$ cat src/rtl/eif_stim_sequencer.sv
// eif_stim_sequencer
// Plays an 8-entry table of input-current values onto the EIF neuron's current
// input. Each entry is held for a programmable number of cycles. The block also
// counts rising edges of the neuron's spike output while a run is active.
// All outputs are registered, so they change only on clock edges or on reset.

module eif_stim_sequencer #(
    parameter int DEPTH = 8,
    parameter int CUR_W = 8,
    parameter int CNT_W = 8
) (
    input  logic                       clk,
    input  logic                       rst_n,
    input  logic                       cfg_we,
    input  logic [3:0]                 cfg_addr,
    input  logic [7:0]                 cfg_data,
    input  logic                       start,
    input  logic                       stop,
    input  logic                       spike_in,
    output logic [CUR_W-1:0]           current_out,
    output logic                       busy,
    output logic                       done,
    output logic [$clog2(DEPTH)-1:0]   step_idx,
    output logic [CNT_W-1:0]           spike_count
);

    localparam int AW = $clog2(DEPTH);

    typedef enum logic {
        IDLE = 1'b0,
        RUN  = 1'b1
    } state_t;

    state_t             state_reg, state_next;

    // Configuration storage
    logic [CUR_W-1:0]   table_reg [DEPTH];
    logic [7:0]         dur_reg;
    logic [AW-1:0]      nsteps_reg;
    logic               loop_reg;

    // Run-time state
    logic [7:0]         dwell_reg, dwell_next;
    logic [AW-1:0]      step_reg, step_next;
    logic [CUR_W-1:0]   cur_reg, cur_next;
    logic               busy_reg, busy_next;
    logic               done_reg, done_next;
    logic [CNT_W-1:0]   cnt_reg, cnt_next;
    logic               prev_reg;

    logic               cfg_ok;
    logic [DEPTH-1:0]   entry_we;
    logic [7:0]         dur_eff;
    logic [AW-1:0]      step_inc;
    logic               spike_rise;

    // Configuration is only accepted while idle, so a run never sees its table change.
    assign cfg_ok     = cfg_we && (state_reg == IDLE);
    // A programmed duration of 0 behaves like 1 so every step lasts at least one cycle.
    assign dur_eff    = (dur_reg == 8'd0) ? 8'd1 : dur_reg;
    assign step_inc   = step_reg + AW'(1);
    assign spike_rise = spike_in && !prev_reg;

    genvar gi;
    generate
        for (gi = 0; gi < DEPTH; gi++) begin : g_entry_we
            assign entry_we[gi] = cfg_ok && (cfg_addr == 4'(gi));
        end
    endgenerate

    // Current table: one write-enabled register per entry, cleared by reset.
    always_ff @(posedge clk or negedge rst_n) begin
        if (!rst_n) begin
            for (int i = 0; i < DEPTH; i++) begin
                table_reg[i] <= '0;
            end
        end else begin
            for (int i = 0; i < DEPTH; i++) begin
                if (entry_we[i]) begin
                    table_reg[i] <= CUR_W'(cfg_data);
                end
            end
        end
    end

    // Scalar configuration registers: step duration, last step index, loop mode.
    always_ff @(posedge clk or negedge rst_n) begin
        if (!rst_n) begin
            dur_reg    <= 8'd1;
            nsteps_reg <= '0;
            loop_reg   <= 1'b0;
        end else if (cfg_ok) begin
            case (cfg_addr)
                4'd8:    dur_reg    <= cfg_data;
                4'd9:    nsteps_reg <= cfg_data[AW-1:0];
                4'd10:   loop_reg   <= cfg_data[0];
                default: ;
            endcase
        end
    end

    // State and datapath registers.
    always_ff @(posedge clk or negedge rst_n) begin
        if (!rst_n) begin
            state_reg <= IDLE;
            dwell_reg <= '0;
            step_reg  <= '0;
            cur_reg   <= '0;
            busy_reg  <= 1'b0;
            done_reg  <= 1'b0;
            cnt_reg   <= '0;
            prev_reg  <= 1'b0;
        end else begin
            state_reg <= state_next;
            dwell_reg <= dwell_next;
            step_reg  <= step_next;
            cur_reg   <= cur_next;
            busy_reg  <= busy_next;
            done_reg  <= done_next;
            cnt_reg   <= cnt_next;
            prev_reg  <= spike_in;
        end
    end

    // Next-state logic: start/stop handling, dwell countdown, step advance and spike counting.
    always_comb begin
        state_next = state_reg;
        dwell_next = dwell_reg;
        step_next  = step_reg;
        cur_next   = cur_reg;
        busy_next  = busy_reg;
        done_next  = 1'b0;
        cnt_next   = cnt_reg;

        // Count rising spike edges seen in a busy cycle; saturate at all-ones.
        if (busy_reg && spike_rise && (cnt_reg != {CNT_W{1'b1}})) begin
            cnt_next = cnt_reg + CNT_W'(1);
        end

        case (state_reg)
            IDLE: begin
                if (start && !stop) begin
                    state_next = RUN;
                    step_next  = '0;
                    cur_next   = table_reg[0];
                    busy_next  = 1'b1;
                    dwell_next = dur_eff;
                    cnt_next   = '0;
                end
            end
            RUN: begin
                if (stop) begin
                    // Abort: return to idle without signalling completion.
                    state_next = IDLE;
                    step_next  = '0;
                    cur_next   = '0;
                    busy_next  = 1'b0;
                end else if (dwell_reg == 8'd1) begin
                    if (step_reg < nsteps_reg) begin
                        step_next  = step_inc;
                        cur_next   = table_reg[step_inc];
                        dwell_next = dur_eff;
                    end else if (loop_reg) begin
                        step_next  = '0;
                        cur_next   = table_reg[0];
                        dwell_next = dur_eff;
                    end else begin
                        state_next = IDLE;
                        step_next  = '0;
                        cur_next   = '0;
                        busy_next  = 1'b0;
                        done_next  = 1'b1;
                    end
                end else begin
                    dwell_next = dwell_reg - 8'd1;
                end
            end
            default: begin
                state_next = IDLE;
            end
        endcase
    end

    assign current_out = cur_reg;
    assign busy        = busy_reg;
    assign done        = done_reg;
    assign step_idx    = step_reg;
    assign spike_count = cnt_reg;

endmodule
$ cat config.mk
export PLATFORM = sky130hd
export DESIGN_NAME = eif_stim_sequencer
export DESIGN_NICKNAME = d
export VERILOG_FILES = /design/src/rtl/eif_stim_sequencer.sv
export SDC_FILE = /design/constraint.sdc
export NUM_CORES = 1
export LEC_CHECK = 0
export BUFFER_PORTS_ARGS = -buffer_cell sky130_fd_sc_hd__buf_2
export CAP_MARGIN = 0
export CORE_MARGIN = 5
export CORE_UTILIZATION = 55
export CTS_CLUSTER_DIAMETER = 100
export DETAILED_ROUTE_END_ITERATION = 10
export PLACE_DENSITY = 0.7
export SYNTH_ARGS = -nofsm -noshare
export SYNTH_HDL_FRONTEND = slang
export SYNTH_SLANG_ARGS = --single-unit
$ cat constraint.sdc
create_clock -name clk -period 2.8 [get_ports clk]
set_input_delay 0.56 -clock clk [delete_from_list [all_inputs] [get_ports clk]]
set_output_delay 0.56 -clock clk [all_outputs]
set_load 0.02 [all_outputs]
==> results of run 1 <==
## cells by family after synthesis
| family | Yosys count |
|---|---|
| adders and majority gates | 6 |
| muxes | 94 |
| and+or+nand+nor | 92 |
| xor gates and xnor gates | 6 |
| DFF | 107 |
| AOI/OAI and AO/OA | 77 |
| buffers and inverters | 29 |
## synth_stat cells (6+ instances only)
cell type    n
a211oi_1     8
a21oi_1     24
inv_1       10
nand3_1      8
ha_1         6
o21ai_0     11
clkbuf_1     6
nand2_1     17
nor2b_1     12
nor3_1       9
mux2_2      76
mux4_2      16
nor2_1      19
o32ai_1      8
dfrtp_1    106
o21a_1      10
## how the worst max path moves through the flow
| stage | to | cells past startpoint | startpoint |
|---|---|---|---|
| after floorplan | current_out[7] | 8 | step_idx[1] |
| after global placement | dwell_reg[0] | 7 | stop |
| after detailed placement | dwell_reg[0] | 7 | stop |
| after CTS | current_out[2] | 7 | step_idx[1] |
| after global routing | current_out[6] | 7 | step_idx[1] |
| final | current_out[6] | 7 | step_idx[1] |
## where the power goes
group,switching [mW],internal (mW)
Sequential,0.331,1.95
Combinational,0.645,0.699
Clock,0.605,0.356
Total,1.58,3.01
## layout by cell type, fill, tap and decap left out, types with 3 or more instances in the layout
cell type and instances:
clkinv_4 3, nand2_1 17, buf_4 11, nor3_1 9
dfrtp_1 106, xnor2_1 4, clkbuf_8 9, o21ai_0 11
o21a_1 10, o32ai_1 8, nor3b_1 5, a211oi_1 8
nand3_1 8, nand2b_1 5, nor2_1 19, nor2b_1 12
mux4_2 16, a21oi_1 24, mux2_2 76, nand4_1 3
buf_2 37, inv_1 10, ha_1 6
## through the flow
stage | instance area (µm²) | utilization | power, mW | setup slack (ns) | hold WS [ns]
after floorplan | 5210 | - | 3.25 | 0.693 | 0.264
after global placement | 5560 | 0.602 | 3.60 | 0.564 | 0.458
after detailed placement | 5560 | 0.602 | 3.67 | 0.493 | 0.464
after CTS | 5770 | 0.624 | 4.62 | 0.500 | 0.0396
after global routing | 5770 | 0.624 | 4.86 | 0.359 | 0.0440
final | 5770 | 0.624 | 4.59 | 0.520 | 0.0465
## metal layers
layer	routed length [µm]	vias up	share of wire
li1	-	1611	-
met1	5270	1829	0.46
met2	5530	86	0.49
met3	480	12	0.042
met4	110	0	0.0097
met5	0	-	0
## area by class of cell
type / instances / area, µm²
multi-input combinational: 275 / 2390
tap: 129 / 161
timing repair buffer: 49 / 288
fill: 734 / 3470
clock inverter: 7 / 81.3
sequential: 107 / 2680
inverter: 10 / 37.5
clock buffer: 9 / 124
==> impl_metrics.toml, run 1 <==
[clock_tree]
cts_htree_levels = 3
cts.sinks = 107
hold_buffers = 0
cts_setup_buffers = 0
cts_resized = 0
cts_tree = "built"
clkSlewWorstSetupHoldPaths_ns = 0.12
cts-root-buf = "clkbuf_8"
clockBufferDepth = 2
insertion_delay_ns = 0.38
numCtsBuffers = 9

[floorplan]
num_io_pins = 39
die_w_um = 107
die-area_mm2 = 0.0115
die_y_um = 107
start_util = 0.564
core-area_mm2 = 0.00924
row_count = 35

[setup_path]
rr_startpoint = "step_idx[1]"
crit_family = "multiplexers"
r2r-end = "current_out[6]"
ff2ff_path_depth = 7
arrival_ns = 2.54
crit_buf_inv = 1
slowest_stage = "mux4_2"
critPathMaxStageDelay_ns = 0.54
crit_fanout = 17
required_ns = 3.06
cp-end-kind = "flip-flop"
criticalPathCategory = "flip-flop to flip-flop"
reg2reg_setup_slack_ns = 0.52
critical_path.cell_chain = "ha_1, buf_4, mux4_2, nor2b_1, a211oi_1, o32ai_1, o21a_1"
worst_setup_path_start_kind = "flip-flop"

[sta]
fin_skew_ns = 0.0242
rsz0062_at_grt = "false"
fin_crit_sh = 0.814
worstMarginPinSlew_ns = 0.690
clock.fmax_mhz = 439
hold_viol_final = 0
drv_slew = 0
report.final.setup_viol = 0
tns_ns = 0
period_needed_ns = 2.28
relSlewSlack = 0.539

[pwr]
peakVddDrop_mv = 0.414
power_leakage_nw = 2.52
power.density_mw_per_mm2 = 796

[global_routing]
met2_usage = 0.335
grt_pass1_wl_mm = 18.6
grtUsageTotal = 0.210
grt_overflow = 0
antenna_found_initial = 0
use_met3 = 0.0354
grt.busiest_layer = "met2"
grt_pass1_vias = 3486
grt_use_met1 = 0.299
grt_max_degree = 56

[yosys]
synth_top_family_by_area = "multiplexers"
ys.warnings.count = 0
synthXorXnorAreaFrac = 0.0101
netlist.area_leader.share = 0.509
synth_edf_count = 0
synth.area.top_cells = "dfrtp_1 51%, mux2_2 16%, mux4_2 6.9%, a21oi_1 2.3%, ha_1 1.4%"
async_flop_share = 1.00
synth_seq_area_share = 0.514
synth.area.mux_share = 0.237
synthSimpleGateAreaFrac = 0.0975
synth_compound_area_frac = 0.100
syn_inst = 411
synth-adder-area-share = 0.0144
synth-seq-cells = 107
synth_area_mm2 = 0.00521
avgSynthCellArea_um2 = 12.7
synth_fp_nets = 435
synth_top_area_cell = "dfrtp_1"
ys_types = 51
ys.flop_type = "dfrtp_1"

[detailed_routing]
num_vias = 3538
vias_per_cell = 6.04
dr.pass1.iters = 7
ant_nets = 0
detail_route.wl_per_cell_um = 19.4
route.detailed.drc = 0
routed_wl_mm = 11.4
drt_iter0_markers = 226

[final_layout]
largest_register_ffs = 64
nNetsFinal = 476
drive_above_1_share = 0.368
syn_to_final_growth_pct = 10.7
diodes = 0
fin_cells = 586

[status]
status = "completed"

[placement]
gp_congestion = 0.851
dpl.cell_count = 570
dpl.hpwl_mm = 7.81
portBuffers = 38

[flow_run]
maxCapViolCount = 0

[min_path]
hold_class = "input port to asynchronous set/reset pin"
Power figures use the tool's default switching activity.
==> run 2: changes to the inputs <==
==> constraint.sdc (replaced) <==
create_clock -name clk -period 2.2 [get_ports clk]
set_input_delay 0.44 -clock clk [delete_from_list [all_inputs] [get_ports clk]]
set_output_delay 0.44 -clock clk [all_outputs]
set_load 0.02 [all_outputs]
==> run 2 against run 1 <==
Against the previous run: clock power increased by 26%; worst hold slack worse by 0.053 ns; setup slack lost 0.41 ns; highest routed layer unchanged; routed wire length grew 0.65%; the flow now finishes with violations (negative hold slack); sequential power rose by 27%; final cell count increased by 1.9%.
==> impl_metrics.toml, run 2 (synthesized netlist as in run 1, its figures left out) <==
[clock_tree]
insertion_delay_ns = 0.38
clkSlewWorstSetupHoldPaths_ns = 0.12
cts-root-buf = "clkbuf_8"
cts_tree = "built"
cts.sinks = 107
hold_buffers = 0
cts_htree_levels = 3
numCtsBuffers = 9
clockBufferDepth = 2

[detailed_routing]
vias_per_cell = 6.01
num_vias = 3585
detail_route.wl_per_cell_um = 19.2
routed_wl_mm = 11.5
dr.pass1.iters = 4
drt_iter0_markers = 212
ant_nets = 0
route.detailed.drc = 0

[global_routing]
met2_usage = 0.323
grt_use_met1 = 0.315
grtUsageTotal = 0.213
use_met3 = 0.0414
grt_pass1_vias = 3606
antenna_found_initial = 0
grt_overflow = 0
grt_pass1_wl_mm = 19.0
grt_max_degree = 45
grt.busiest_layer = "met2"

[pwr]
switching_share = 0.344
p_sw_mw = 2.05
p_comb_frac = 0.311
power_leakage_nw = 2.58
power.density_mw_per_mm2 = 1010
power_mw = 5.96
seq_power_share = 0.486
pwr-share-clk = 0.204
power.internal_mw = 3.91
peakVddDrop_mv = 0.374

[sta]
tns_ns = 0
fin_hold_ws_ns = -0.00632
drv_slew = 0
report.final.setup_viol = 0
hold_viol_final = 2
period_needed_ns = 2.09
rsz0062_at_grt = "false"
relSlewSlack = 0.673
worstMarginPinSlew_ns = 0.489
clock.fmax_mhz = 479
fin_skew_ns = 0.0178
fin_crit_sh = 0.949
fin_ws_ns = 0.111

[placement]
dpl.hpwl_mm = 7.97
post-place-ws_ns = 0.0685
gp_congestion = 0.841
portBuffers = 38

[floorplan]
die_w_um = 107
core-area_mm2 = 0.00924
row_count = 35
die_y_um = 107
num_io_pins = 39
start_util = 0.564
die-area_mm2 = 0.0115

[setup_path]
crit_fanout = 11
worst_setup_path_start_kind = "flip-flop"
required_ns = 2.47
arrival_ns = 2.36
criticalPathCategory = "flip-flop to flip-flop"
cp-end-kind = "flip-flop"

[final_layout]
finish.utilization = 0.636
largest_register_ffs = 64
mostFrequentLayoutCell = "dfrtp_1"
drive_above_1_share = 0.391
nNetsFinal = 487
layout_common_cells = "106 x dfrtp_1, 76 x mux2_2, 37 x buf_2"
diodes = 0
syn_to_final_growth_pct = 12.9

[status]
status = "complete, but fails checks"
violations = "negative hold slack"

[min_path]
hold_class = "input port to asynchronous set/reset pin"

[flow_run]
maxCapViolCount = 0
==> run 2: per-stage QoR <==
step           instances  hold WS, ns  cell area [µm²]
6_report             597     -0.00632             5880
5_1_grt              597       0.0152             5880
4_1_cts              594       0.0135             5840
3_5_place_dp         578        0.433             5650
3_3_place_gp         578        0.427             5650
2_1_floorplan        411        0.144             5210
==> run 2: path summary, 6_finish.rpt <==
check | startpoint | to | slack, ns | cells past startpoint
hold reg to reg | current_out[4] | current_out[4] | 0.50 | 1
hold / removal | rst_n | spike_count[3] | -0.006 | 1
max in group asynchronous | rst_n | table_reg[7] | 1.58 | 2
setup reg to reg | step_idx[0] | current_out[6] | 0.11 | 7
min in group clk | spike_in | prev_reg | 0.20 | 1
setup / recovery | step_idx[0] | current_out[6] | 0.11 | 7
==> run 2: power by group through the flow <==
stage	Combinational, mW	Sequential (mW)	Clock [mW]
after floorplan	1.24	2.90	0
after global routing	2.04	2.96	1.34
after global placement	1.76	2.90	0
final	1.85	2.90	1.21
after CTS	1.82	2.89	1.24
after detailed placement	1.82	2.93	0
==> run 2: what timing repair did <==
action                                  CTS  global route
resized for setup                         0             4
setup buffers                             0             3
endpoints found under the setup margin    0             5
==> run 2: metal layers <==
metal | wire (µm) | vias up
met5 | 0 | -
met4 | 165 | 0
met3 | 672 | 14
met2 | 5300 | 95
met1 | 5330 | 1841
li1 | - | 1635
==> run 2: cell type report <==
cell class,instances,area [µm²]
clock inverters,7,75.1
well taps,129,161
flip-flops and latches,107,2680
fillers,719,3360
multi-input cells,275,2410
inverters,10,37.5
clock buffers,9,124
repair buffers,60,395
==> run 2: critical path, cell delays in order (launching register included) <==
cell	delay, ns
dfrtp_1	0.40
ha_1	0.32
buf_12	0.15
mux4_2	0.48
nor2b_1	0.16
a211oi_2	0.22
o32ai_1	0.12
o21a_1	0.13
==> run 3: changes to the inputs <==
--- a/config.mk
+++ b/config.mk
@@ -7,11 +7,11 @@
 export LEC_CHECK = 0
 export BUFFER_PORTS_ARGS = -buffer_cell sky130_fd_sc_hd__buf_2
 export CAP_MARGIN = 0
-export CORE_MARGIN = 5
 export CORE_UTILIZATION = 55
 export CTS_CLUSTER_DIAMETER = 100
 export DETAILED_ROUTE_END_ITERATION = 10
 export PLACE_DENSITY = 0.7
+export SETUP_SLACK_MARGIN = 0.3
 export SYNTH_ARGS = -nofsm -noshare
 export SYNTH_HDL_FRONTEND = slang
 export SYNTH_SLANG_ARGS = --single-unit
==> run 3 against run 2 <==
Against the previous run: the run now ends clean; final cell count rose by 0.17%; final area rose by 5.5%; sequential power barely moved.
==> impl_metrics.toml, run 3 (synthesized netlist as in run 1, its figures left out) <==
[final_layout]
diodes = 0
fin_cells = 598
largest_register_ffs = 64
n_fill_cell = 694
mostFrequentLayoutCell = "dfrtp_1"
nNetsFinal = 506
fin_area_mm2 = 0.00620
finish.utilization = 0.675
syn_to_final_growth_pct = 19.1
drive_above_1_share = 0.462
layout_common_cells = "102 x dfrtp_1, 76 x mux2_2, 37 x buf_2"
register_area_mm2 = 0.00268
multi_input_area_mm2 = 0.00258

[setup_path]
critPathMaxStageDelay_ns = 0.47
arrival_ns = 2.33
cp-end-kind = "flip-flop"
worst_setup_path_start_kind = "flip-flop"
required_ns = 2.48
crit_fanout = 6
crit_family = "multiplexers"
crit_buf_inv = 2
critical_path.cell_chain = "ha_4, buf_12, buf_4, mux4_2, nor2b_1, a211oi_1, o32ai_1, o21a_1"
criticalPathCategory = "flip-flop to flip-flop"
slowest_stage = "mux4_2"

[sta]
clock.fmax_mhz = 486
report.final.setup_viol = 0
relSlewSlack = 0.659
fin_ws_ns = 0.142
drv_slew = 0
rsz0062_at_grt = "true"
fin_skew_ns = 0.0144
period_needed_ns = 2.06
hold_viol_final = 0
fin_crit_sh = 0.935
tns_ns = 0
worstMarginPinSlew_ns = 0.510
fin_hold_ws_ns = 0.0124

[global_routing]
antenna_found_initial = 0
grt_pass1_wl_mm = 18.8
grt_max_degree = 57
grt_pass1_vias = 3640
grt_overflow = 0
grtUsageTotal = 0.251

[clock_tree]
cts-root-buf = "clkbuf_8"
clkSlewWorstSetupHoldPaths_ns = 0.11
clockBufferDepth = 2
insertion_delay_ns = 0.38
cts_htree_levels = 3
numCtsBuffers = 9
hold_buffers = 0
cts.sinks = 107
cts_tree = "built"

[pwr]
power_mw = 6.28
power.density_mw_per_mm2 = 1010
peakVddDrop_mv = 0.655
power_leakage_nw = 2.70

[detailed_routing]
routed_wl_mm = 11.8
num_vias = 3697
vias_per_cell = 6.18
drt_iter0_markers = 169
detail_route.wl_per_cell_um = 19.7
dr.pass1.iters = 5
route.detailed.drc = 0
ant_nets = 0

[placement]
dpl.hpwl_mm = 7.87
dpl.cell_count = 563
place_area_mm2 = 0.00564
gp_congestion = 0.860
post-place-ws_ns = 0.0279
portBuffers = 38

[floorplan]
die_y_um = 99.3
core-area_mm2 = 0.00920
die_w_um = 99.3
row_count = 35
num_io_pins = 39
start_util = 0.566
die-area_mm2 = 0.00986

[min_path]
hold_class = "input port to asynchronous set/reset pin"

[flow_run]
maxCapViolCount = 0

[status]
status = "completed"
## run 3: metal layers
layer  wire, µm  up-vias  share of wire  global-route usage
met5          0        -              0                   0
met4        190        0          0.016              0.0724
met3        611       23          0.052              0.0548
met2       5870      114           0.50               0.420
met1       5120     1882           0.43               0.330
li1           -     1678              -                   -
## run 3: what timing repair did
| item | 4_1_cts | 5_1_grt |
|---|---|---|
| gates resized for setup | 26 | 18 |
| setup buffers | 7 | 9 |
| pin swaps | 4 | 6 |
| gates cloned | 1 | 2 |
| endpoints found under the setup margin | 81 | 75 |
## run 3: area by class of cell
type	count	area share
sequential	107	0.433
multi-input combinational	277	0.416
timing repair buffer	77	0.0889
tap	111	0.0224
clock buffer	10	0.0222
clock inverter	6	0.0117
inverter	10	0.00605
## run 3: worst paths after layout
check	start	to	slack [ns]	cells after the start
hold reg to reg	current_out[4]	current_out[4]	0.50	1
setup reg to reg	step_idx[1]	current_out[1]	0.14	8
max in group asynchronous	rst_n	dur_reg[0]	1.50	2
hold / removal	rst_n	table_reg[62]	0.01	1
min in group clk	spike_in	prev_reg	0.19	1
setup / recovery	step_idx[1]	current_out[1]	0.14	8
## run 3: worst reg2reg max path, stage by stage (launching register included)
cell,delay [ns]
dfrtp_2,0.44
ha_4,0.29
buf_12,0.12
buf_4,0.11
mux4_2,0.47
nor2b_1,0.14
a211oi_1,0.17
o32ai_1,0.11
o21a_1,0.12
## run 3: power breakdown
group | total, mW | switching (mW) | internal, mW | leakage, nW
Sequential | 2.89 | 0.400 | 2.49 | 1.33
Clock | 1.27 | 0.701 | 0.569 | 0.0971
Combinational | 2.12 | 1.00 | 1.12 | 1.27
